--- config.mk ---
export PLATFORM = sky130hd
export DESIGN_NAME = noc_output_arbiter_flat
export DESIGN_NICKNAME = d
export VERILOG_FILES = /design/src/rtl/noc_output_arbiter_if.sv /design/src/rtl/noc_output_arbiter.sv /design/src/flat_wrapper.sv
export SDC_FILE = /design/constraint.sdc
export NUM_CORES = 1
export LEC_CHECK = 0
export CORE_ASPECT_RATIO = 1.5
export CORE_MARGIN = 3
export CORE_UTILIZATION = 51
export CTS_BUF_LIST = sky130_fd_sc_hd__clkbuf_4
export DETAILED_ROUTE_END_ITERATION = 12
export MAX_ROUTING_LAYER = met4
export PLACE_DENSITY = 0.8
export SLEW_MARGIN = 5
export SYNTH_ARGS = -nofsm -noshare
export SYNTH_HDL_FRONTEND = slang
export SYNTH_SLANG_ARGS = --single-unit
--- constraint.sdc ---
create_clock -name clk_i -period 7.05 [get_ports clk_i]
set_input_delay 0.705 -clock clk_i [delete_from_list [all_inputs] [get_ports clk_i]]
set_output_delay 0.705 -clock clk_i [all_outputs]
set_load 0.01 [all_outputs]
--- src/rtl/noc_output_arbiter_if.sv ---
// Output-link bundle between the input FIFOs, the output arbiter and the downstream link.
//   in_empty_i  : per-FIFO empty flags          (environment -> arbiter)
//   in_data_i   : per-FIFO registered read data (environment -> arbiter), slice i = FIFO i
//   credit_i    : one-cycle credit return pulse (downstream  -> arbiter)
//   in_rd_en_o  : per-FIFO read enable, at most one hot (arbiter -> FIFOs)
//   out_data_o  : flit to downstream                    (arbiter -> link)
//   out_wr_en_o : downstream write strobe               (arbiter -> link)
//   grant_o     : one-hot locked input, zero when idle
//   busy_o      : arbiter is locked onto a packet
// Modport master is the arbiter side; modport slave is the FIFO/link side.
interface noc_output_arbiter_if #(
  parameter int unsigned IN_N   = 5,
  parameter int unsigned DATA_W = 8
);
  logic [IN_N-1:0]        in_empty_i;
  logic [IN_N*DATA_W-1:0] in_data_i;
  logic                   credit_i;
  logic [IN_N-1:0]        in_rd_en_o;
  logic [DATA_W-1:0]      out_data_o;
  logic                   out_wr_en_o;
  logic [IN_N-1:0]        grant_o;
  logic                   busy_o;

  modport master (
    input  in_empty_i, in_data_i, credit_i,
    output in_rd_en_o, out_data_o, out_wr_en_o, grant_o, busy_o
  );

  modport slave (
    output in_empty_i, in_data_i, credit_i,
    input  in_rd_en_o, out_data_o, out_wr_en_o, grant_o, busy_o
  );
endinterface

--- src/rtl/noc_output_arbiter.sv ---
// Round-robin wormhole arbiter sharing one router output link among IN_N input FIFOs.
// Locks onto an input from HEAD to TAIL, reads one flit per cycle while downstream
// credits remain, and forwards the granted FIFO's registered read data one cycle later.
// Ports:
//   clk_i   : clock
//   rst_ni  : asynchronous active-low reset; all outputs are 0 while low
//   bus_io  : arbiter side of noc_output_arbiter_if (FIFO read port, link write port,
//             credit return, grant/busy status)
module noc_output_arbiter #(
  parameter int unsigned IN_N    = 5,
  parameter int unsigned DATA_W  = 8,
  parameter int unsigned CREDITS = 3,
  parameter int unsigned CNT_W   = $clog2(CREDITS + 1)
) (
  input  logic                 clk_i,
  input  logic                 rst_ni,
  noc_output_arbiter_if.master bus_io
);

  localparam int unsigned IdxW = (IN_N > 1) ? $clog2(IN_N) : 1;
  localparam logic [CNT_W-1:0] CredMax = CNT_W'(CREDITS);

  typedef enum logic [0:0] {StIdle, StLocked} state_e;

  state_e            state_q, state_d;
  logic [IN_N-1:0]   gnt_q, gnt_d;
  logic [IdxW-1:0]   rr_ptr_q, rr_ptr_d;
  logic              rd_v_q, rd_v_d;
  logic [CNT_W-1:0]  cred_q, cred_d;

  logic [IN_N-1:0]   req;
  logic [IN_N-1:0]   rd_en;
  logic              rd_any;
  logic              can_rd;
  logic              found;
  logic [IdxW-1:0]   pick;
  logic [IdxW-1:0]   idx;
  logic [IdxW-1:0]   gnt_idx;
  logic [DATA_W-1:0] gnt_data;
  logic              tail_seen;

  assign req    = ~bus_io.in_empty_i;
  assign can_rd = (cred_q != '0);

  // First requester found scanning rr_ptr_q, rr_ptr_q+1, ... modulo IN_N.
  always_comb begin
    found = 1'b0;
    pick  = '0;
    idx   = '0;
    for (int unsigned k = 0; k < IN_N; k++) begin
      idx = IdxW'((32'(rr_ptr_q) + k) % IN_N);
      if (!found && req[idx]) begin
        found = 1'b1;
        pick  = idx;
      end
    end
  end

  // Granted slice and its index; data is zero when nothing is granted.
  always_comb begin
    gnt_data = '0;
    gnt_idx  = '0;
    for (int unsigned i = 0; i < IN_N; i++) begin
      if (gnt_q[i]) begin
        gnt_data = bus_io.in_data_i[i*DATA_W +: DATA_W];
        gnt_idx  = IdxW'(i);
      end
    end
  end

  // TAIL (01) and SINGLE (11) are exactly the types with the low type bit set.
  assign tail_seen = rd_v_q & gnt_data[DATA_W-2];

  always_comb begin
    state_d  = state_q;
    gnt_d    = gnt_q;
    rr_ptr_d = rr_ptr_q;
    rd_v_d   = 1'b0;
    rd_en    = '0;
    unique case (state_q)
      StIdle: begin
        if (found && can_rd) begin
          rd_en[pick] = 1'b1;
          gnt_d       = '0;
          gnt_d[pick] = 1'b1;
          state_d     = StLocked;
          rd_v_d      = 1'b1;
        end
      end
      StLocked: begin
        if (tail_seen) begin
          state_d  = StIdle;
          gnt_d    = '0;
          rr_ptr_d = (gnt_idx == IdxW'(IN_N - 1)) ? '0 : gnt_idx + 1'b1;
        end else begin
          // Lock is held while the source is empty or credits are exhausted.
          rd_en  = gnt_q & req & {IN_N{can_rd}};
          rd_v_d = |rd_en;
        end
      end
      default: state_d = StIdle;
    endcase
  end

  // Read enables are combinational from in_empty_i, so gate them off during reset.
  assign bus_io.in_rd_en_o = rd_en & {IN_N{rst_ni}};
  assign rd_any            = |bus_io.in_rd_en_o;

  // A credit is reserved at read time; returns beyond CREDITS are dropped.
  always_comb begin
    cred_d = cred_q;
    if (rd_any && !bus_io.credit_i) begin
      cred_d = cred_q - 1'b1;
    end else if (!rd_any && bus_io.credit_i && (cred_q != CredMax)) begin
      cred_d = cred_q + 1'b1;
    end
  end

  always_ff @(posedge clk_i or negedge rst_ni) begin
    if (!rst_ni) begin
      state_q  <= StIdle;
      gnt_q    <= '0;
      rr_ptr_q <= '0;
      rd_v_q   <= 1'b0;
      cred_q   <= CredMax;
    end else begin
      state_q  <= state_d;
      gnt_q    <= gnt_d;
      rr_ptr_q <= rr_ptr_d;
      rd_v_q   <= rd_v_d;
      cred_q   <= cred_d;
    end
  end

  assign bus_io.out_data_o  = gnt_data;
  assign bus_io.out_wr_en_o = rd_v_q;
  assign bus_io.grant_o     = gnt_q;
  assign bus_io.busy_o      = (state_q == StLocked);

endmodule

--- src/flat_wrapper.sv ---
// flat-port wrapper written by rule: the top's interface ports become plain ports
module noc_output_arbiter_flat 
#(
  parameter int unsigned IN_N    = 5,
  parameter int unsigned DATA_W  = 8,
  parameter int unsigned CREDITS = 3,
  parameter int unsigned CNT_W   = $clog2(CREDITS + 1)
)
  (clk_i, rst_ni, bus_io_in_empty_i, bus_io_in_data_i, bus_io_credit_i, bus_io_in_rd_en_o, bus_io_out_data_o, bus_io_out_wr_en_o, bus_io_grant_o, bus_io_busy_o);
  noc_output_arbiter_if #(.IN_N(IN_N), .DATA_W(DATA_W)) bus_io_i ();
  input  logic clk_i;
  input  logic rst_ni;
  input wire logic [$bits(bus_io_i.in_empty_i)-1:0] bus_io_in_empty_i;
  input wire logic [$bits(bus_io_i.in_data_i)-1:0] bus_io_in_data_i;
  input wire logic [$bits(bus_io_i.credit_i)-1:0] bus_io_credit_i;
  output wire logic [$bits(bus_io_i.in_rd_en_o)-1:0] bus_io_in_rd_en_o;
  output wire logic [$bits(bus_io_i.out_data_o)-1:0] bus_io_out_data_o;
  output wire logic [$bits(bus_io_i.out_wr_en_o)-1:0] bus_io_out_wr_en_o;
  output wire logic [$bits(bus_io_i.grant_o)-1:0] bus_io_grant_o;
  output wire logic [$bits(bus_io_i.busy_o)-1:0] bus_io_busy_o;
  assign bus_io_i.in_empty_i = bus_io_in_empty_i;
  assign bus_io_i.in_data_i = bus_io_in_data_i;
  assign bus_io_i.credit_i = bus_io_credit_i;
  assign bus_io_in_rd_en_o = bus_io_i.in_rd_en_o;
  assign bus_io_out_data_o = bus_io_i.out_data_o;
  assign bus_io_out_wr_en_o = bus_io_i.out_wr_en_o;
  assign bus_io_grant_o = bus_io_i.grant_o;
  assign bus_io_busy_o = bus_io_i.busy_o;
  noc_output_arbiter #(.IN_N(IN_N), .DATA_W(DATA_W), .CREDITS(CREDITS), .CNT_W(CNT_W)) u_core (.clk_i(clk_i), .rst_ni(rst_ni), .bus_io(bus_io_i));
endmodule
Word-level counts from Yosys, hierarchy flattened
Index checks and enable logic that the tools add are counted.

storage, ports and cells
  register bits after elaboration = 12
  latch bits = 0
  bits in writable memories = 0
  ROM bits = 0
  input bits = 48
  output and inout bits = 20
  word-level logic and storage cells = 100
  memories = 0

operators by class
  add/subtract/negate cells = 7
  multiply operators = 0
  div/mod/pow operators = 5
  $lt $le $gt $ge = 7
  equality and inequality tests = 4
  shift-type cells = 0
  muxes and demuxes = 45
  bitwise operators = 6
  reduce and logical (&&, ||, !) cells = 21

operators with widths
  kind                                                 count
  modulo 32 x 3 -> 32 bit (second input constant)      4
  2-to-1 mux 8 bit                                     5
  modulo 3 x 3 -> 32 bit (second input constant)       1
  < comparator 3 x 4 -> 1 bit (second input constant)  6
  2-to-1 mux 3 bit                                     7
  2-to-1 mux 5 bit                                     4
  one-hot mux 5 bit (2 select lines)                   2
  bitwise AND 5 bit                                    3
  binary-select mux 1 bit (select 3 bit)               5
  2-to-1 mux 1 bit                                     15
  OR reduction 5 bit                                   2
  logical AND 1 bit                                    9
  adder 3 x 2 -> 4 bit (second input constant)         2
  2-to-1 mux 2 bit                                     4
  logical NOT 1 bit                                    6
  inverter 5 bit                                       1
  adder 3 x 1 -> 4 bit (second input constant)         1
  adder 3 x 3 -> 4 bit (second input constant)         1
  != test 2 bit (second input constant)                2
  one-hot mux 1 bit (2 select lines)                   2
  AND reduction 2 bit                                  2
  nonzero test 2 bit                                   2
  adder 3 x 1 -> 3 bit (second input constant)         1
  demux 1 bit (select 3 bit)                           1
  7 further kinds                                      7

Depth between registers and ports, before layout
Gate-level depths: netlist (run 1).

  depth in word-level cells = 29
  depth in mapped cells = 23

Least setup slack after synthesis (run 1)
Ideal clock, no wire load.

  path type = reg-to-output
  from = register u_core.rr_ptr_q[0]
  to = output port bus_io_in_rd_en_o[0]
  arrival time = 4.657 ns
  path slack = 1.688 ns
  stages on the path, launching flop included = 22
  buffers on the path = 3
  cells stage by stage = dfrtp_1 -> buf_4 -> inv_1 -> buf_2 -> ha_1 -> clkbuf_2 -> inv_1 -> ha_1 -> inv_1 -> ha_1 -> nor3_1 -> or3_1 -> and2_1 -> inv_1 -> ha_1 -> mux4_2 -> a211o_1 -> o22a_1 -> o2bb2ai_1 -> a211oi_2 -> nand3_1 -> o32ai_1

between the ends
  longest elaborated chain between the ends = 23
  elaborated cells on any way between the ends = 46
  classes of those cells = 4 x add/sub; 5 x div; 2 x order compare; 24 x mux; 1 x bitwise; 10 x reduce/logical

ends and longest elaborated chain
  what                                                                              line                       source
  start, declared                                                                   noc_output_arbiter.sv:27   logic [IdxW-1:0] rr_ptr_q, rr_ptr_d;
  start signal, assigned                                                            noc_output_arbiter.sv:129  rr_ptr_q <= rr_ptr_d;
  parallel branches: the longest is 20 deep, another holds modulo 32 x 3 -> 32 bit  --
  2-to-1 mux 5 bit *                                                                noc_output_arbiter.sv:82   if (found && can_rd) begin
  one-hot mux 5 bit (2 select lines) *                                              noc_output_arbiter.sv:80   unique case (state_q)
  bitwise AND 5 bit *                                                               noc_output_arbiter.sv:106  assign bus_io.in_rd_en_o = rd_en & {IN_N{rst_ni}};
  end, declared                                                                     flat_wrapper.sv:16         output wire logic [$bits(bus_io_i.in_rd_en_o)-1:0] bus_io_in_rd_en_o;

Every way passes the cells marked *. The select of a mux whose other input is x is not followed.

Final worst setup path (run 1)
  from = register u_core.rr_ptr_q[1]
  to = output port bus_io_in_rd_en_o[0]

The elaborated chain is that of the path after synthesis.

==> qor.yml, run 1 <==
synth:
  ys_ff_latch: 12
  synthesis.nets: 420
  synthesis.instances: 354
  ys_warn_count: 0
  yosys.cell_types.count: 75
  syn-cell-area_um2: 2620
  avgSynthCellArea_um2: 7.40
  ys_async_sr_fraction_pct: 100
  synth-edff-count: 0
  ys.flop_type: "dfrtp_1"
  yosysSeqAreaShare_pct: 11.6
final_layout:
  fill_cells: 454
  final_nets: 474
  layout-drive-gt1-share_pct: 9.58
  n_antenna_cell: 0
  area_growth_pct: 26.8
  finalNonFillerCells: 473
global_route:
  grt_max_degree: 34
  grt_overflow: 0
  antenna_found_initial: 0
  grt_first_pass_wirelength_um: 12600
  grt_pass1_vias: 2912
  grt_util_met3_pct: 1.08
  grtUsageMet2_pct: 47.1
  grt_busiest_layer: "met2"
  grt_use_total_pct: 26.4
  grtUsageMet1_pct: 29.0
sta:
  post-route-period-util_pct: 90.5
  setup_tns_ns: 0
  slew_headroom_pct: 56.5
  drv_slew: 0
  skew_ns: 0.0128
  worst_pin_slew_ns: 0.652
  hold_viol: 0
  worst_hold_slack_ns: 0.546
  rsz0062_at_grt: "no"
  fmax_mhz: 157
  period_minus_slack_ns: 6.38
  setup_viol: 0
placed_design:
  portBuffers: 67
  place_hpwl_um: 6130
  finalWeightedCongestion: 0.916
  dp_cells: 469
pwr:
  clockPowerShare_pct: 2.7
  power_switching_mw: 0.936
  power_density_nw_per_um2: 517
  internal_power_mw: 0.782
  combPwrFrac_pct: 88.5
  p_seq_share_pct: 8.8
  peakVddDrop_mv: 0.240
  leakagePower_nw: 1.36
  p_sw_share_pct: 54.5
clock_tree:
  post-cts-setup-buffers: 0
  cts_tree: "built"
  cts.path.max_buffers: 2
  cts.sinks: 12
  path_clk_slew_ns: 0.08
  numCtsBuffers: 3
  htreeDepth: 1
  root_buffer: "clkbuf_4"
  insertion_delay_ns: 0.29
  post_cts_resized: 0
  postCtsHoldBufs: 0
detailed_routing:
  avgViaCountPerCell: 6.21
  dr.pass1.iters: 4
  wire_per_inst_um: 16.1
  routed_wl_um: 7640
  drtIter0Drc: 126
  route.detailed.drc: 0
  final_antenna_net_count: 0
  routed-via-count: 2937
worst_setup_path:
  path_cells: "inv_2, ha_1, inv_1, ha_1, inv_1, ha_1, nor3_1, o21ai_0, and2_1, inv_1, ha_1, nand2b_1, nand4b_1, o211ai_2, a311oi_1, or2_2, o2bb2ai_1, a211oi_2, nand3_1, o32ai_1, clkdlybuf4s50_1"
  crit_top_cell: "ha_1"
  r2r_cells: 20
  critical_path_class: "flip-flop to primary output"
  crit_required_ns: 6.34
  critPathMaxStageDelay_ns: 0.59
  rrSetupSlack_ns: 2.17
  worstSetupEndpointType: "primary output"
  worst_ep_arrival_time_ns: 5.68
  worstReg2RegEnd: "u_core.bus_io.grant_o[1]$_DFFE_PN0P_"
  slowest_stage: "clkdlybuf4s50_1"
  rr_startpoint: "u_core.rr_ptr_q[1]$_DFFE_PN0P_"
  critPathCapture: "bus_io_in_rd_en_o[0]"
  worstPathMaxFanout: 13
  startpoint: "u_core.rr_ptr_q[1]$_DFFE_PN0P_"
  crit_path_start_kind: "flip-flop"
floorplan:
  ios: 68
  dieHeight_um: 93.8
  num_rows: 31
  core-area_um2: 4890
  design.die.area_um2: 6050
  die_w_um: 64.5
  start_util_pct: 53.6
status:
  status: "complete, no violations"
run:
  maxCapViolations: 0
hold_path:
  holdCritPathClass: "flip-flop to flip-flop"
## Yosys cell counts, drive strengths merged, types with 10 or more instances
| cell type | count | area (um^2) |
|---|---|---|
| mux2i | 15 | 150 |
| clkbuf | 12 | 46.3 |
| dfrtp | 10 | 250 |
| ha | 18 | 225 |
| nand2b | 11 | 68.8 |
| inv | 17 | 63.8 |
| nor2 | 26 | 97.6 |
| nand2 | 34 | 128 |
| or3 | 10 | 77.6 |
| a21oi | 26 | 138 |
| o21ai | 25 | 129 |
| nor3 | 12 | 60.1 |
## registers in the layout, summed over array words and instances, names as in the netlist
register                   count
u_core.bus_io.grant_o          5
u_core.rr_ptr_q                3
u_core.cred_q                  2
u_core.bus_io.busy_o           1
u_core.bus_io.out_wr_en_o      1
## layout by cell type, fill, tap and decap left out, types with 3 or more instances in the layout
cell / instances
nand2_1: 34
mux2i_1: 15
o21ai_0: 20
clkdlybuf4s50_1: 67
dfrtp_1: 10
and3_1: 3
nor2b_1: 9
nand3_1: 9
a311oi_1: 3
buf_4: 3
or2_2: 6
o2bb2ai_1: 3
clkbuf_4: 3
o21ai_1: 4
o211a_1: 3
or3_4: 3
or3_1: 7
o31ai_1: 7
nor2_1: 26
o22ai_1: 6
a211o_1: 3
a21oi_1: 24
a221o_1: 7
a211oi_1: 3
nor3_1: 12
xnor2_1: 5
inv_1: 16
ha_1: 18
nand2b_1: 11
a22oi_1: 4
o211ai_1: 7
## per-stage QoR
step / setup slack (ns) / cell area (um^2) / power [mW] / util (%)
CTS: 0.707 / 3320 / 1.71 / 68.0
global route: 0.178 / 3320 / 1.87 / 68.0
finish: 0.669 / 3320 / 1.72 / 68.0
detailed placement: 1.05 / 3300 / 1.65 / 67.4
floorplan: 1.69 / 2620 / 1.29 / -
global placement: 1.21 / 3300 / 1.62 / 67.4
## per-layer routing
| layer | up-vias | share of wire (%) |
|---|---|---|
| li1 | 1437 | - |
| met1 | 1347 | 41 |
| met2 | 117 | 50 |
| met3 | 36 | 3.3 |
| met4 | 0 | 6.2 |
| met5 | - | 0 |
## area by class of cell
class | count | area, um^2 | area share [%]
Clock inverter | 1 | 3.75 | 0.113
Inverter | 17 | 63.8 | 1.92
Clock buffer | 3 | 22.5 | 0.678
Multi-Input combinational cell | 304 | 2150 | 64.8
Timing Repair Buffer | 70 | 693 | 20.9
Sequential cell | 12 | 303 | 9.11
Tap cell | 66 | 82.6 | 2.49
## power groups by stage
stage | clock, mW | combinational (mW) | sequential (mW)
final | 0.0463 | 1.52 | 0.151
after global routing | 0.0489 | 1.66 | 0.158
after CTS | 0.0464 | 1.51 | 0.150
after detailed placement | 0 | 1.50 | 0.151
after global placement | 0 | 1.47 | 0.150
after floorplan | 0 | 1.16 | 0.128
## kinds of logic (layout without fill, tap and decap cells)
group / Yosys count / after routing / synth area share (%)
flops: 12 / 12 / 11.6
fa+ha+maj: 18 / 18 / 8.60
mux: 18 / 18 / 7.45
simple gates: 140 / 140 / 29.5
compound gates: 121 / 121 / 33.8
buf+inv: 38 / 91 / 6.26
xor+xnor: 7 / 7 / 2.91
## worst max-delay path: cells and delay by family (launching register included)
kind                       cells  cell delay, ns
DFF                            1            0.52
adders and majority gates      4            1.13
AOI/OAI and AO/OA              6            1.55
buffers and inverters          5            1.11
and+or+nand+nor                6            1.07
## how the worst min path moves through the flow
stage                     cells past startpoint                         start                              to
after global placement                        2  u_core.cred_q[1]$_DFFE_PN1P_    u_core.cred_q[1]$_DFFE_PN1P_
after CTS                                     2  u_core.cred_q[1]$_DFFE_PN1P_    u_core.cred_q[1]$_DFFE_PN1P_
after detailed placement                      2  u_core.cred_q[1]$_DFFE_PN1P_    u_core.cred_q[1]$_DFFE_PN1P_
after global routing                          2  u_core.cred_q[1]$_DFFE_PN1P_    u_core.cred_q[1]$_DFFE_PN1P_
final                                         2  u_core.cred_q[1]$_DFFE_PN1P_    u_core.cred_q[1]$_DFFE_PN1P_
after floorplan                               0                        rst_ni  u_core.bus_io.busy_o$_DFF_PN0_
(Power assumes the default switching activity.)
==> run 2, diff against run 1 <==
--- a/config.mk
+++ b/config.mk
@@ -9,6 +9,7 @@
 export CORE_MARGIN = 3
 export CORE_UTILIZATION = 51
 export CTS_BUF_LIST = sky130_fd_sc_hd__clkbuf_4
+export CTS_CLUSTER_SIZE = 25
 export DETAILED_ROUTE_END_ITERATION = 12
 export MAX_ROUTING_LAYER = met4
 export PLACE_DENSITY = 0.8
==> results of run 2 <==
Same layout as run 1: the final DEF is identical, and so are final timing and power.
